===== src/rtl/chunked_subtractor.sv =====
// -----------------------------------------------------------------------------
// chunked_subtractor
//
// Multi-cycle unsigned subtractor. An operand set {ain, bin, bwin} is
// accepted in IDLE. The difference is then formed one CHUNK_WIDTH slice per
// cycle, least-significant slice first, by a single CHUNK_WIDTH+1 bit
// subtractor. The borrow is carried from one slice to the next in a register.
// After N = DATA_WIDTH/CHUNK_WIDTH cycles the result is presented in DONE
// until the consumer takes it.
//
// Ports
//   clk       : clock; all state changes on its rising edge
//   rst       : asynchronous, active-high reset
//   in_valid  : operand set valid
//   in_ready  : block can accept an operand set (high only in IDLE)
//   ain       : minuend, unsigned, DATA_WIDTH bits
//   bin       : subtrahend, unsigned, DATA_WIDTH bits
//   bwin      : borrow-in
//   out_valid : result valid (high only in DONE)
//   out_ready : consumer accepts result
//   dout      : difference, (ain - bin - bwin) mod 2^DATA_WIDTH
//   bwout     : borrow-out, set when ain < bin + bwin
//
// DATA_WIDTH must be an integer multiple of CHUNK_WIDTH.
// -----------------------------------------------------------------------------
module chunked_subtractor #(
  parameter int DATA_WIDTH  = 32,
  parameter int CHUNK_WIDTH = 8
) (
  input  logic                  clk,
  input  logic                  rst,
  input  logic                  in_valid,
  output logic                  in_ready,
  input  logic [DATA_WIDTH-1:0] ain,
  input  logic [DATA_WIDTH-1:0] bin,
  input  logic                  bwin,
  output logic                  out_valid,
  input  logic                  out_ready,
  output logic [DATA_WIDTH-1:0] dout,
  output logic                  bwout
);

  localparam int N     = DATA_WIDTH / CHUNK_WIDTH;
  localparam int CNT_W = (N > 1) ? $clog2(N) : 1;

  typedef enum logic [1:0] {
    IDLE = 2'd0,
    CALC = 2'd1,
    DONE = 2'd2
  } state_t;

  state_t                 state_q;
  logic [CNT_W-1:0]       cnt_q;
  logic [DATA_WIDTH-1:0]  a_q;
  logic [DATA_WIDTH-1:0]  b_q;
  logic                   borrow_q;    // borrow into the slice being processed
  logic                   in_ready_q;
  logic                   out_valid_q;
  logic                   bwout_q;

  logic [CHUNK_WIDTH-1:0] a_chunks [N];
  logic [CHUNK_WIDTH-1:0] b_chunks [N];
  logic [CHUNK_WIDTH-1:0] res_q    [N];

  logic [CHUNK_WIDTH-1:0] a_chunk;
  logic [CHUNK_WIDTH-1:0] b_chunk;
  logic [CHUNK_WIDTH:0]   chunk_d;     // {borrow-out, slice difference}
  logic                   last_chunk;
  logic                   accept;

  // in_ready is a register so it stays low throughout reset and only rises
  // on the first clock edge after reset is released.
  assign accept     = (state_q == IDLE) && in_ready_q && in_valid;
  assign last_chunk = (cnt_q == CNT_W'(N - 1));

  // Slice views of the held operands, and result slices packed into dout.
  for (genvar gi = 0; gi < N; gi++) begin : g_slices
    assign a_chunks[gi] = a_q[gi*CHUNK_WIDTH +: CHUNK_WIDTH];
    assign b_chunks[gi] = b_q[gi*CHUNK_WIDTH +: CHUNK_WIDTH];
    assign dout[gi*CHUNK_WIDTH +: CHUNK_WIDTH] = res_q[gi];

    always_ff @(posedge clk or posedge rst) begin
      if (rst) begin
        res_q[gi] <= '0;
      end else if (accept) begin
        res_q[gi] <= '0;
      end else if ((state_q == CALC) && (cnt_q == CNT_W'(gi))) begin
        res_q[gi] <= chunk_d[CHUNK_WIDTH-1:0];
      end
    end
  end

  // The one shared slice subtractor. The extra top bit goes to 1 exactly
  // when the slice minuend is smaller than subtrahend plus incoming borrow.
  assign a_chunk = a_chunks[cnt_q];
  assign b_chunk = b_chunks[cnt_q];
  assign chunk_d = {1'b0, a_chunk} - {1'b0, b_chunk}
                 - {{CHUNK_WIDTH{1'b0}}, borrow_q};

  always_ff @(posedge clk or posedge rst) begin
    if (rst) begin
      state_q     <= IDLE;
      cnt_q       <= '0;
      a_q         <= '0;
      b_q         <= '0;
      borrow_q    <= 1'b0;
      in_ready_q  <= 1'b0;
      out_valid_q <= 1'b0;
      bwout_q     <= 1'b0;
    end else begin
      case (state_q)
        IDLE: begin
          if (accept) begin
            a_q        <= ain;
            b_q        <= bin;
            borrow_q   <= bwin;   // slice 0 starts from the external borrow
            cnt_q      <= '0;
            bwout_q    <= 1'b0;
            in_ready_q <= 1'b0;
            state_q    <= CALC;
          end else begin
            in_ready_q <= 1'b1;
          end
        end

        CALC: begin
          borrow_q <= chunk_d[CHUNK_WIDTH];
          if (last_chunk) begin
            cnt_q       <= '0;
            bwout_q     <= chunk_d[CHUNK_WIDTH];
            out_valid_q <= 1'b1;
            state_q     <= DONE;
          end else begin
            cnt_q <= cnt_q + CNT_W'(1);
          end
        end

        DONE: begin
          // Result held here; in_valid is ignored until it is consumed.
          if (out_ready) begin
            out_valid_q <= 1'b0;
            in_ready_q  <= 1'b1;
            state_q     <= IDLE;
          end
        end

        default: begin
          out_valid_q <= 1'b0;
          in_ready_q  <= 1'b0;
          state_q     <= IDLE;
        end
      endcase
    end
  end

  assign in_ready  = in_ready_q;
  assign out_valid = out_valid_q;
  assign bwout     = bwout_q;

endmodule


===== config.mk =====
export PLATFORM = sky130hd
export DESIGN_NAME = chunked_subtractor
export DESIGN_NICKNAME = d
export VERILOG_FILES = /design/src/rtl/chunked_subtractor.sv
export SDC_FILE = /design/constraint.sdc
export NUM_CORES = 1
export LEC_CHECK = 0
export BUFFER_PORTS_ARGS = -buffer_cell sky130_fd_sc_hd__buf_2
export CAP_MARGIN = 10
export CORE_MARGIN = 5
export CORE_UTILIZATION = 50
export CTS_BUF_LIST = sky130_fd_sc_hd__clkbuf_8
export DETAILED_ROUTE_END_ITERATION = 16
export PLACE_DENSITY = 0.89
export SYNTH_ARGS = -nofsm -noshare
export SYNTH_HDL_FRONTEND = slang
export SYNTH_SLANG_ARGS = --single-unit
export TNS_END_PERCENT = 30

===== constraint.sdc =====
create_clock -name clk -period 3.1 [get_ports clk]
set_input_delay 0.31 -clock clk [delete_from_list [all_inputs] [get_ports clk]]
set_output_delay 0.31 -clock clk [all_outputs]
set_load 0.03 [all_outputs]

==> impl_results.md <==
* Status: completed
* Total setup buffers inserted after CTS at 0
* First-pass GRT wire length at roughly 18,000 um
* Post-synth top area share at 0.534
* Commonest cells after routing, fill and taps aside: 238 x nand2_1, 104 x dfrtp_1, 103 x buf_2
* Core Footprint at 9640 um2
* DIE WIDTH at 109 um
* Post-layout min period at 2.98 ns
* CTS tree: done
* Worst-Margin Slew at 0.844 ns
* Worst Setup SP: cnt_q[0]
* DRT Pass-1 Iters at 4
* H-tree depth at 3
* Clk_skew at between 0.01 and 0.015 ns
* Fmax achieved at 336 MHz
* Max incr delay on CP at 0.54 ns
* Crit start category: register
* Clock transition at the registers of the reported paths at around 0.090 ns
* Mapped Nets at 606
* Top Ports at 104
* CP endpoint kind: register
* Setup TNS at 0 ns
* Maximum buffer depth of the clock tree at 2
* Skew-Pair Late Insertion Delay at 0.37 ns
* Hold WS at 0.100 ns
* Hold Path Class: in -> async
* Worst setup path class: reg -> reg
* Final Instance Area at 5770 um2
* # port buffers at 103
* Post-synth cell types at 31
* Layout area overhead at 18.6%
* Worst EP required at ~3.3 ns
* Final Setup Violations at 0
* Number of hold violations in the final report at 0
* Post-route ant nets at 0
* GPL Wtd Cong at 0.921
* Worst r2r dst: dout[14]
* Vias per inst at 5.10
* Detailed Place HPWL at 8280 um
* Synthesized instance count at between 500 and 600
* Crit path DAT at 3.22 ns
* Commonest non-fill, non-tap cell in the layout: nand2_1
* CTS buffer count at 9
* Initial detailed-routing violation count at 195
* Area contributors post-synth: dfrtp_1 53%, nand2_1 18%, ha_1 4.1%
* Avg Inst Size Synth at approximately 9.4 um2
* Seq/Total Area, Yosys at 0.534
* Synth area leader: dfrtp_1
* Share of layout cells above drive strength 1 at 0.232
* Critical-path top delay cell: mux4_2
* Synthesized flop and latch total at 104
* Vias in the first global route at 3,750
* Initial core utilization at 0.505
* Chip Height at 109 um
* Ant. Diodes at 0
* Most frequent CP cell: ha_1
* Post-DR wirelength/cell at 14.7 um
* Max_cap viols at 0
* Yosys warnings at 0
* Final wirelength at around 11,000 um
* FF-to-FF Start: cnt_q[0]
* Row cnt at 36
* Mapped Area at a little under 5000 um2
* CTS sink cnt at 104
* Worst reg2reg path depth at 9
* DR vias at 3,844
* Residual DRC at 0
* Nets@finish at around 700
* Gr usage total at 0.196
* Total grt overflow at 0
* Worst Setup EP: dout[14]
* Die ar. at 11,800 um2
* Root Driver: clkbuf_8
* Crit path cell chain: buf_8, mux4_2, ha_1, inv_1, ha_1, a2111oi_4, nor3_1, o21ai_2, o21ai_0
* Placed cell areas at 5530 um2
* Fin. max-slew vios at 0
* Max-slew headroom at 0.437
* Final period util at 0.961
* Initial antenna violation count at 0
* Largest net degree at the start of global routing at 69
* Max Fanout on Critical Path at 15
* Flop2flop setup slack at approximately 0.12 ns
## worst min-delay path by stage
stage | slack, ns | from | depth (start not counted) | endpoint
2_1_floorplan | 0.42 | ain[0] | 2 | a_q[0]
3_3_place_gp | 0.45 | a_q[18] | 2 | a_q[18]
3_5_place_dp | 0.45 | b_q[0] | 2 | b_q[0]
4_1_cts | 0.12 | bin[21] | 3 | b_q[21]
5_1_grt | 0.11 | ain[7] | 3 | a_q[7]
6_report | 0.1 | rst | 2 | dout[28]
## worst max-delay path, delay by kind of cell (launching register included)
| kind | cells | cell delay [ns] |
|---|---|---|
| mux | 1 | 0.54 |
| flops | 1 | 0.42 |
| compound gates | 3 | 0.81 |
| fa+ha+maj | 2 | 0.68 |
| simple gates | 1 | 0.14 |
| buf+inv | 2 | 0.26 |
## cell usage after synthesis, drive strengths merged
cell and n:
nor2b 2, a211oi 5, clkbuf 14, a221oi 1, o21ai 25, and3 1, nand3 2, mux4 15
o21bai 1, mux2i 4, a21oi 19, xor2 2, nor2 14, nand2 238, dfrtp 104, inv 23
ha 16, o221ai 1, o21a 3, fa 2, and2 4, nor3 1, xnor2 4, a2111oi 1
buf 11, nand2b 3, o31ai 3
## routing by layer
metal,part of all wire,track usage,vias to the layer above
met5,0,0,-
met4,0.015,0.0613,0
met3,0.071,0.0438,16
met2,0.49,0.324,127
met1,0.42,0.259,1845
li1,-,-,1856
## through the flow
stage	worst slack (ns)	std cells	utilization
2_1_floorplan	0.0111	519	-
3_3_place_gp	0.175	737	0.574
3_5_place_dp	0.0432	737	0.574
4_1_cts	0.0358	753	0.596
5_1_grt	-0.00973	753	0.599
6_report	0.121	753	0.599
## state kept, by name, indices dropped and copies added (netlist names)
signal     cells
a_q           32
bwout          1
borrow_q       1
in_ready       1
state_q        2
out_valid      1
cnt_q          2
b_q           32
dout          32
## what timing repair did
| item | CTS | global route |
|---|---|---|
| hold buffers | 0 | 0 |
| resized for setup | 0 | 5 |
| setup endpoints to repair | 0 | 14 |
## cell families (layout without fill, tap and decap cells)
logic type,count (synthesis),after routing,synth area share
DFF,104,104,0.534
xor gates and xnor gates,6,6,0.0108
and+or+nand+nor,265,265,0.210
AOI/OAI and AO/OA,59,59,0.0717
adders and majority gates,18,18,0.0493
buffers and inverters,48,149,0.0398
muxes,19,19,0.0838
## final cells by class
type	instances	area [um2]
fillers	821	3870
flip-flops and latches	104	2600
multi-input cells	367	2110
repair buffers	110	588
well taps	133	166
clock buffers	11	151
inverters	23	88.8
clock inverters	5	62.6
Power is not shown: default switching activity piles up to over one toggle a cycle in this logic, so the estimate is an artifact.
